`config.mk`:
```
export PLATFORM = sky130hd
export DESIGN_NAME = psel_gen_unit
export DESIGN_NICKNAME = d
export VERILOG_FILES = /design/src/rtl/psel_gen_unit.sv
export SDC_FILE = /design/constraint.sdc
export NUM_CORES = 1
export LEC_CHECK = 0
export ABC_AREA = 1
export CORE_MARGIN = 3
export CORE_UTILIZATION = 35
export CTS_CLUSTER_SIZE = 24
export DETAILED_ROUTE_END_ITERATION = 6
export PLACE_DENSITY = 0.91
export SYNTH_ARGS = -nofsm -noshare
export SYNTH_HDL_FRONTEND = slang
export SYNTH_SLANG_ARGS = --single-unit
```
`constraint.sdc`:
```
create_clock -name clock -period 2.75 [get_ports clock]
set_input_delay 0.4125 -clock clock [delete_from_list [all_inputs] [get_ports clock]]
set_output_delay 0.4125 -clock clock [all_outputs]
set_load 0.02 [all_outputs]
```
`src/rtl/psel_gen_unit.sv`:
```
`default_nettype none
// +----------------------------------------------------------------------+
// | psel_gen_unit: up to REQS one-hot grants, lowest request index first  |
// | rev 1.0                                                               |
// +----------------------------------------------------------------------+
module psel_gen_unit #(
  parameter int WIDTH = 8,
  parameter int REQS  = 2
) (
  input  logic                         clock,
  input  logic                         reset,
  input  logic [WIDTH-1:0]             req,
  output logic [REQS-1:0][WIDTH-1:0]   gnt_bus,
  output logic [WIDTH-1:0]             gnt,
  output logic                         empty,
  output logic [REQS-1:0][WIDTH-1:0]   gnt_bus_q
);

  localparam logic [WIDTH-1:0] c_one = WIDTH'(1);

  logic [REQS-1:0][WIDTH-1:0] sel_bus;
  logic [REQS-1:0][WIDTH-1:0] gnt_bus_d;
  logic [WIDTH-1:0]           remaining;
  logic [WIDTH-1:0]           gnt_or;

  // Each stage takes the lowest bit still available (x & -x), then masks it off
  // so later stages move up the index order and never reuse a bit.
  always_comb begin
    remaining = req;
    sel_bus   = '0;
    gnt_or    = '0;
    for (int k = 0; k < REQS; k++) begin
      sel_bus[k] = remaining & (~remaining + c_one);
      remaining  = remaining & ~sel_bus[k];
      gnt_or     = gnt_or | sel_bus[k];
    end
  end

  assign gnt_bus = sel_bus;
  assign gnt     = gnt_or;
  assign empty   = ~|req;

  always_comb begin
    gnt_bus_d = sel_bus;
    if (reset) begin
      gnt_bus_d = '0;
    end
  end

  always_ff @(posedge clock) begin
    gnt_bus_q <= gnt_bus_d;
  end

endmodule
`default_nettype wire

```
==> out/qor.tcl, run 1 <==
set qor(layout.cells.most_common_list) {sky130_fd_sc_hd__clkdlybuf4s50_1 (42), sky130_fd_sc_hd__nor2_1 (22), sky130_fd_sc_hd__inv_1 (16)}
set qor(cts_htree_levels) 1
set qor(cts_hold_buf) 0
set qor(grt_antenna_before_repair) 0
set qor(reg.largest.list) {gnt_bus_q: 15 flops}
set qor(start_util_pct) 39.4
set qor(floorplan.rows) 15
set qor(max_reg_flops) 15
set qor(cts_root_buf) {sky130_fd_sc_hd__clkbuf_4}
set qor(clockBufferDepth) 2
set qor(finalCritPeriodShare_pct) 94.4
set qor(clock_period_minus_final_worst_setup_slack_ps) 2600
set qor(drc) 0
set qor(synth_top_area_share_pct) 41.5
set qor(timing.slew.headroom_pct) 62.2
set qor(cts_tree) {yes}
set qor(cap_violations) 0
set qor(wl_per_cell_um) 11.1
set qor(synthToLayoutAreaGrowth_pct) 74.8
set qor(power_density_mw_per_mm2) 376
set qor(netlist.top_cell.by_area) {sky130_fd_sc_hd__dfxtp_1}
set qor(critPathMaxFanout) 7
set qor(mappedNetlistArea_sq_um) 724
set qor(num_antenna_cells) 0
set qor(commonest_non_fill_non_tap_cell_in_the_layout) {sky130_fd_sc_hd__clkdlybuf4s50_1}
set qor(ios) 51
set qor(finalInstanceArea_sq_mm) 0.00127
set qor(run_status) {completed}
set qor(final_antenna_net_count) 0
set qor(regMostFlops) {gnt_bus_q}
set qor(via_count_of_the_first_global_routing_pass) 732
set qor(fin_setup_tns_ps) 0
set qor(syn_inst) 100
set qor(setup_viol) 0
set qor(track_usage_pct) 16.0
set qor(synth_warnings) 0
set qor(hold_class) {primary input to flop}
set qor(placement.io_buffers) 48
set qor(grt_pass1_wl_mm) 3.20
set qor(finalHoldViolations) 0
set qor(tightest_slew_ps) 566
set qor(count_of_vias_placed_by_the_detailed_router) 759
set qor(synth_area_leaders) {sky130_fd_sc_hd__dfxtp_1 (41%), sky130_fd_sc_hd__nor2_1 (11%), sky130_fd_sc_hd__inv_1 (8.3%), sky130_fd_sc_hd__nand2_1 (5.7%), sky130_fd_sc_hd__nor3_1 (5.5%)}
set qor(via_per_inst) 4.34
set qor(final_max_slew_viol_count) 0
set qor(pin_count_of_the_biggest_net_entering_global_routing) 16
set qor(worst-setup-path-type) {primary input to output port}
set qor(design.die.area_sq_mm) 0.00265
set qor(grt-ovfl-total) 0
set qor(cts.clk_slew.worst_paths_ps) 80
set qor(power.static_leakage_uw) 0.000679
set qor(peakVddDrop_v) 0.000206
set qor(number_of_buffers_created_by_cts) 3
set qor(drive_gt1_share_pct) 14.7
set qor(chipWidth_um) 51.5
set qor(chipHeight_um) 51.5
set qor(postCtsSetupRepairBufs) 0
set qor(synthDistinctLibCells) 18
set qor(first_pass_iteration_count_of_the_detailed_router) 4
set qor(detailed_place_hpwl_mm) 1.62
set qor(nFillCells) 145
set qor(synth_sequential_area_ratio_pct) 41.5
set qor(worstSetupStartpointType) {primary input}
set qor(detailedRoute.firstIterationViolations) 9
set qor(final_net_count) 161
set qor(rsz0062_at_grt) {false}
set qor(setup.worst_path.start) {req[0]}
set qor(timing.critical_path.to) {gnt_bus[13]}
set qor(tritoncts_num_sinks) 15
set qor(synth-seq-cells) 15
set qor(critical_path_arrival_ps) 2180
set qor(cp-end-kind) {output port}
set qor(dpl-instance-area_sq_mm) 0.00122
set qor(wirelength_mm) 1.95
set qor(globalplace.congestion) 0.716
set qor(achievable-frequency_mhz) 385
set qor(core_area_sq_mm) 0.00184
set qor(post_synth.cell_area_avg_sq_um) 7.24
set qor(worst-endpoint-required_ps) 2340
## how the worst min path moves through the flow
stage,startpoint,end,slack [ps],depth (start not counted)
floorplan,reset,gnt_bus_q[3]$_SDFF_PP0_,490,1
global placement,req[7],gnt_bus_q[7]$_SDFF_PP0_,1090,3
detailed placement,req[7],gnt_bus_q[7]$_SDFF_PP0_,1090,3
CTS,req[7],gnt_bus_q[7]$_SDFF_PP0_,800,3
global route,req[1],gnt_bus_q[1]$_SDFF_PP0_,560,3
finish,req[1],gnt_bus_q[1]$_SDFF_PP0_,550,3
## per-layer routing
| metal | global-route usage (%) | share of wire [%] | wire length (um) | up-vias |
|---|---|---|---|---|
| li1 | - | - | - | 390 |
| met5 | 0 | 0 | 0 | - |
| met3 | 3.72 | 7.5 | 147 | 4 |
| met4 | 6.99 | 1.9 | 38 | 0 |
| met1 | 17.8 | 41 | 803 | 331 |
| met2 | 28.6 | 49 | 962 | 34 |
## cell type report
type | instances | area [sq um] | area share, %
multi-input cells | 61 | 319 | 25.2
well taps | 25 | 31.3 | 2.47
repair buffers | 51 | 518 | 40.9
inverters | 19 | 71.3 | 5.63
flip-flops and latches | 15 | 300 | 23.7
clock buffers | 4 | 26.3 | 2.08
## kinds of logic (layout without fill, tap and decap cells)
logic type | count (synthesis) | count (layout) | synth area share, %
simple gates | 57 | 57 | 41.6
buf+inv | 25 | 74 | 15.0
flops | 15 | 15 | 41.5
compound gates | 2 | 2 | 1.38
other cells | 1 | 2 | 0.518
## stage by stage
| step | hold slack [ps] | cells | setup WS [ps] | util (%) | power [uW] |
|---|---|---|---|---|---|
| 2_1_floorplan | 489 | 101 | 1010 | - | 300 |
| 3_3_place_gp | 1090 | 171 | 67.5 | 66.6 | 359 |
| 3_5_place_dp | 1090 | 171 | 6.89 | 66.6 | 362 |
| 4_1_cts | 802 | 175 | 4.16 | 68.0 | 480 |
| 5_1_grt | 564 | 175 | 26.8 | 68.8 | 498 |
| 6_report | 551 | 175 | 154 | 68.8 | 476 |
## worst max-delay path, cell delays in order
cell and delay [ps]:
sky130_fd_sc_hd__clkdlybuf4s50_1 530, sky130_fd_sc_hd__nor2_8 200, sky130_fd_sc_hd__nand2_4 100, sky130_fd_sc_hd__nand2_4 100
sky130_fd_sc_hd__nand3_4 90, sky130_fd_sc_hd__nor2_2 120, sky130_fd_sc_hd__clkdlybuf4s50_1 630
## synthesized netlist by cell type
| master | instances |
|---|---|
| sky130_fd_sc_hd__nor2_1 | 22 |
| sky130_fd_sc_hd__inv_1 | 16 |
| sky130_fd_sc_hd__dfxtp_1 | 15 |
| sky130_fd_sc_hd__nand2_1 | 11 |
| sky130_fd_sc_hd__nor3_1 | 8 |
| sky130_fd_sc_hd__buf_4 | 4 |
| sky130_fd_sc_hd__nand2_2 | 4 |
| sky130_fd_sc_hd__nor2_2 | 4 |
| sky130_fd_sc_hd__inv_2 | 3 |
| sky130_fd_sc_hd__nand2_4 | 3 |
| sky130_fd_sc_hd__clkbuf_1 | 2 |
| sky130_fd_sc_hd__nand3_1 | 2 |
| sky130_fd_sc_hd__a21oi_1 | 1 |
| sky130_fd_sc_hd__conb_1 | 1 |
| sky130_fd_sc_hd__nand3_4 | 1 |
| sky130_fd_sc_hd__nor2_8 | 1 |
| sky130_fd_sc_hd__nor4_1 | 1 |
| sky130_fd_sc_hd__o21ai_0 | 1 |
## timing repair
action                     in CTS  in global routing
resized for setup               0                  6
hold endpoints to repair        0                  0
setup endpoints to repair       0                  6
## where the power goes
group          switching (uW)  total [uW]  internal (uW)
logic                    74.8         132           57.4
clock network            63.6         120           56.1
registers                1.26         224            223
total                     140         476            336
No activity file was read; power rests on OpenSTA's default activity.
==> run 2: changes to the inputs <==
==> constraint.sdc (replaced) <==
create_clock -name clock -period 2.75 [get_ports clock]
set_input_delay 0.4125 -clock clock [delete_from_list [all_inputs] [get_ports clock]]
set_output_delay 0.4125 -clock clock [all_outputs]
set_load 0.05 [all_outputs]
==> run 2 against run 1 <==
Combinational power is 52% higher. Final area is 9.5% higher. Via count is 2.0% higher. Non-clock buffer count is 3 lower. Sequential power hardly changed. Power is 16% higher. Count of clock-buffer cells in the layout stayed put.
==> out/qor.tcl, run 2 (synthesized netlist as in run 1, its figures left out) <==
set qor(clock_period_minus_final_worst_setup_slack_ps) 2490 ;# -102 ps
set qor(detailedRoute.firstIterationViolations) 16 ;# +7
set qor(critical_path.cell_chain) {clkdlybuf4s50_1 -> nor2_8 -> nand2_2 -> nand2_4 -> nand3_4 -> nor2_2 -> inv_2 -> nand2_1 -> buf_12}
set qor(power_density_mw_per_mm2) 399 ;# +6.1%
set qor(fin_setup_tns_ps) 0 ;# unchanged
set qor(tightest_slew_ps) 574 ;# +8.42 ps
set qor(critical_path.n_buffers_inverters) 3 ;# +1
set qor(regMostFlops) {gnt_bus_q}
set qor(holdPathStages) 3 ;# unchanged
set qor(drc) 0 ;# unchanged
set qor(via_per_inst) 4.50 ;# +3.8%
set qor(dpl-instance-area_sq_mm) 0.00136 ;# +11%
set qor(worst-setup-path-type) {primary input to output port}
set qor(count_of_vias_placed_by_the_detailed_router) 774 ;# +2.0%
set qor(power.static_leakage_uw) 0.000657 ;# -3.4%
set qor(chipWidth_um) 51.5 ;# unchanged
set qor(final_max_slew_viol_count) 0 ;# unchanged
set qor(cts.clk_slew.worst_paths_ps) 80 ;# about the same
set qor(layout.cells.most_common_list) {sky130_fd_sc_hd__clkdlybuf4s50_1 (26), sky130_fd_sc_hd__nor2_1 (22), sky130_fd_sc_hd__buf_12 (17)}
set qor(critPathMaxFanout) 7 ;# unchanged
set qor(max_reg_flops) 15 ;# unchanged
set qor(grt_antenna_before_repair) 0 ;# unchanged
set qor(drive_gt1_share_pct) 27.9 ;# +13 points
set qor(pin_count_of_the_biggest_net_entering_global_routing) 16 ;# unchanged
set qor(run_status) {completed}
set qor(finalHoldViolations) 0 ;# unchanged
set qor(rsz0062_at_grt) {false}
set qor(ios) 51 ;# unchanged
set qor(pwr-share-clk_pct) 23.3 ;# -1.9 points
set qor(detailed_place_hpwl_mm) 1.81 ;# +12%
set qor(cts_hold_buf) 0 ;# unchanged
set qor(pwr-share-seq_pct) 40.5 ;# -6.5 points
set qor(setup_viol) 0 ;# unchanged
set qor(timing.slew.headroom_pct) 61.6 ;# -0.56 points
set qor(cp-end-kind) {output port}
set qor(core_area_sq_mm) 0.00184 ;# unchanged
set qor(hold_class) {primary input to flop}
set qor(achievable-frequency_mhz) 401 ;# +4.1%
set qor(start_util_pct) 39.4 ;# unchanged
set qor(hold_path_end) {gnt_bus_q[7]$_SDFF_PP0_}
set qor(internal_cell_power_uw) 350 ;# +4.2%
set qor(cts_tree) {yes}
set qor(placement.io_buffers) 48 ;# unchanged
set qor(globalplace.congestion) 0.727 ;# +1.5%
set qor(critical_path_arrival_ps) 2080 ;# -100 ps
set qor(startpoint_of_the_worst_hold_path) {req[7]}
set qor(cpLargestDelayFamily) {simple AND/OR/NAND/NOR gates}
set qor(worst-endpoint-required_ps) 2340 ;# about the same
set qor(track_usage_pct) 17.2 ;# +1.3 points
set qor(commonest_non_fill_non_tap_cell_in_the_layout) {sky130_fd_sc_hd__clkdlybuf4s50_1}
set qor(final_antenna_net_count) 0 ;# unchanged
set qor(crit_slowest_cell) {sky130_fd_sc_hd__clkdlybuf4s50_1}
set qor(tritoncts_num_sinks) 15 ;# unchanged
set qor(cts_htree_levels) 1 ;# unchanged
set qor(ctsResizeCount) 0 ;# unchanged
set qor(report.power.total_uw) 553 ;# +16%
set qor(finalInstanceArea_sq_mm) 0.00139 ;# +9.5%
set qor(floorplan.rows) 15 ;# unchanged
set qor(synthToLayoutAreaGrowth_pct) 91.4
set qor(num_antenna_cells) 0 ;# unchanged
set qor(finalCritPeriodShare_pct) 90.7 ;# -3.7 points
set qor(wirelength_mm) 2.17 ;# +11%
set qor(grt-ovfl-total) 0 ;# unchanged
set qor(cts_root_buf) {sky130_fd_sc_hd__clkbuf_4}
set qor(switching_power_uw) 202 ;# +45%
set qor(first_pass_iteration_count_of_the_detailed_router) 4 ;# unchanged
set qor(chipHeight_um) 51.5 ;# unchanged
set qor(number_of_buffers_created_by_cts) 3 ;# unchanged
set qor(clockBufferDepth) 2 ;# unchanged
set qor(via_count_of_the_first_global_routing_pass) 776 ;# +6.0%
set qor(cap_violations) 0 ;# unchanged
set qor(final_net_count) 158 ;# -1.9%
set qor(whs_ps) 767 ;# +215 ps
set qor(power.share.combinational_pct) 36.2 ;# +8.4 points
set qor(reg.largest.list) {gnt_bus_q: 15 flops}
set qor(peakVddDrop_v) 0.000319 ;# +55%
set qor(critical_path.max_stage_delay_ps) 600 ;# -30 ps
set qor(postCtsSetupRepairBufs) 0 ;# unchanged
set qor(design.die.area_sq_mm) 0.00265 ;# unchanged
set qor(wl_per_cell_um) 12.6 ;# +13%
set qor(worstSetupStartpointType) {primary input}
set qor(power.share.switching_pct) 36.6 ;# +7.3 points
set qor(grt_pass1_wl_mm) 3.34 ;# +4.3%
run 2: cell count changes in the layout (fill, tap and decap cells not counted), sizes merged:
cell           delta
clkdlybuf4s50    -16
buf              +19
dlymetal6s2s      -6
run 2: routing by layer:
| metal | vias up | part of all wire (%) | GRT usage (%) |
|---|---|---|---|
| li1 | 388 | - | - |
| met2 | 37 | 52 | 30.9 |
| met4 | 0 | 1.3 | 9.61 |
| met3 | 2 | 8.0 | 5.16 |
| met1 | 347 | 39 | 17.6 |
| met5 | - | 0 | 0 |
run 2: layout make-up:
cell class              instances  area, sq um
fillers                       115          453
well taps                      25         31.3
repair buffers                 48          638
flip-flops and latches         15          300
clock buffers                   4         26.3
inverters                      19         71.3
multi-input cells              61          319
run 2: worst max path at each step:
| stage | end | startpoint | cells after the start |
|---|---|---|---|
| 2_1_floorplan | gnt[5] | req[3] | 5 |
| 3_3_place_gp | gnt[5] | req[0] | 9 |
| 3_5_place_dp | gnt[5] | req[0] | 9 |
| 4_1_cts | gnt[5] | req[0] | 9 |
| 5_1_grt | gnt[5] | req[0] | 9 |
| 6_report | gnt[5] | req[0] | 9 |
run 2: power by group through the flow:
stage	clock (uW)	combinational (uW)	sequential, uW
floorplan	0	98.5	249
global placement	0	195	229
detailed placement	0	200	229
CTS	129	200	224
global route	144	208	225
finish	129	200	224
run 2: through the flow:
step	setup slack, ps	instances	util (%)
after floorplan	408	101	-
after global placement	375	168	73.9
after detailed placement	274	168	73.9
after CTS	269	172	75.4
after global routing	185	172	75.4
final	256	172	75.4
==> run 3: changes to the inputs <==
--- a/config.mk
+++ b/config.mk
@@ -11,6 +11,7 @@
 export CTS_CLUSTER_SIZE = 24
 export DETAILED_ROUTE_END_ITERATION = 6
 export PLACE_DENSITY = 0.91
+export SLEW_MARGIN = 5
 export SYNTH_ARGS = -nofsm -noshare
 export SYNTH_HDL_FRONTEND = slang
 export SYNTH_SLANG_ARGS = --single-unit
==> results of run 3 <==
The final DEF is identical to that of run 2; final timing and power are the same.
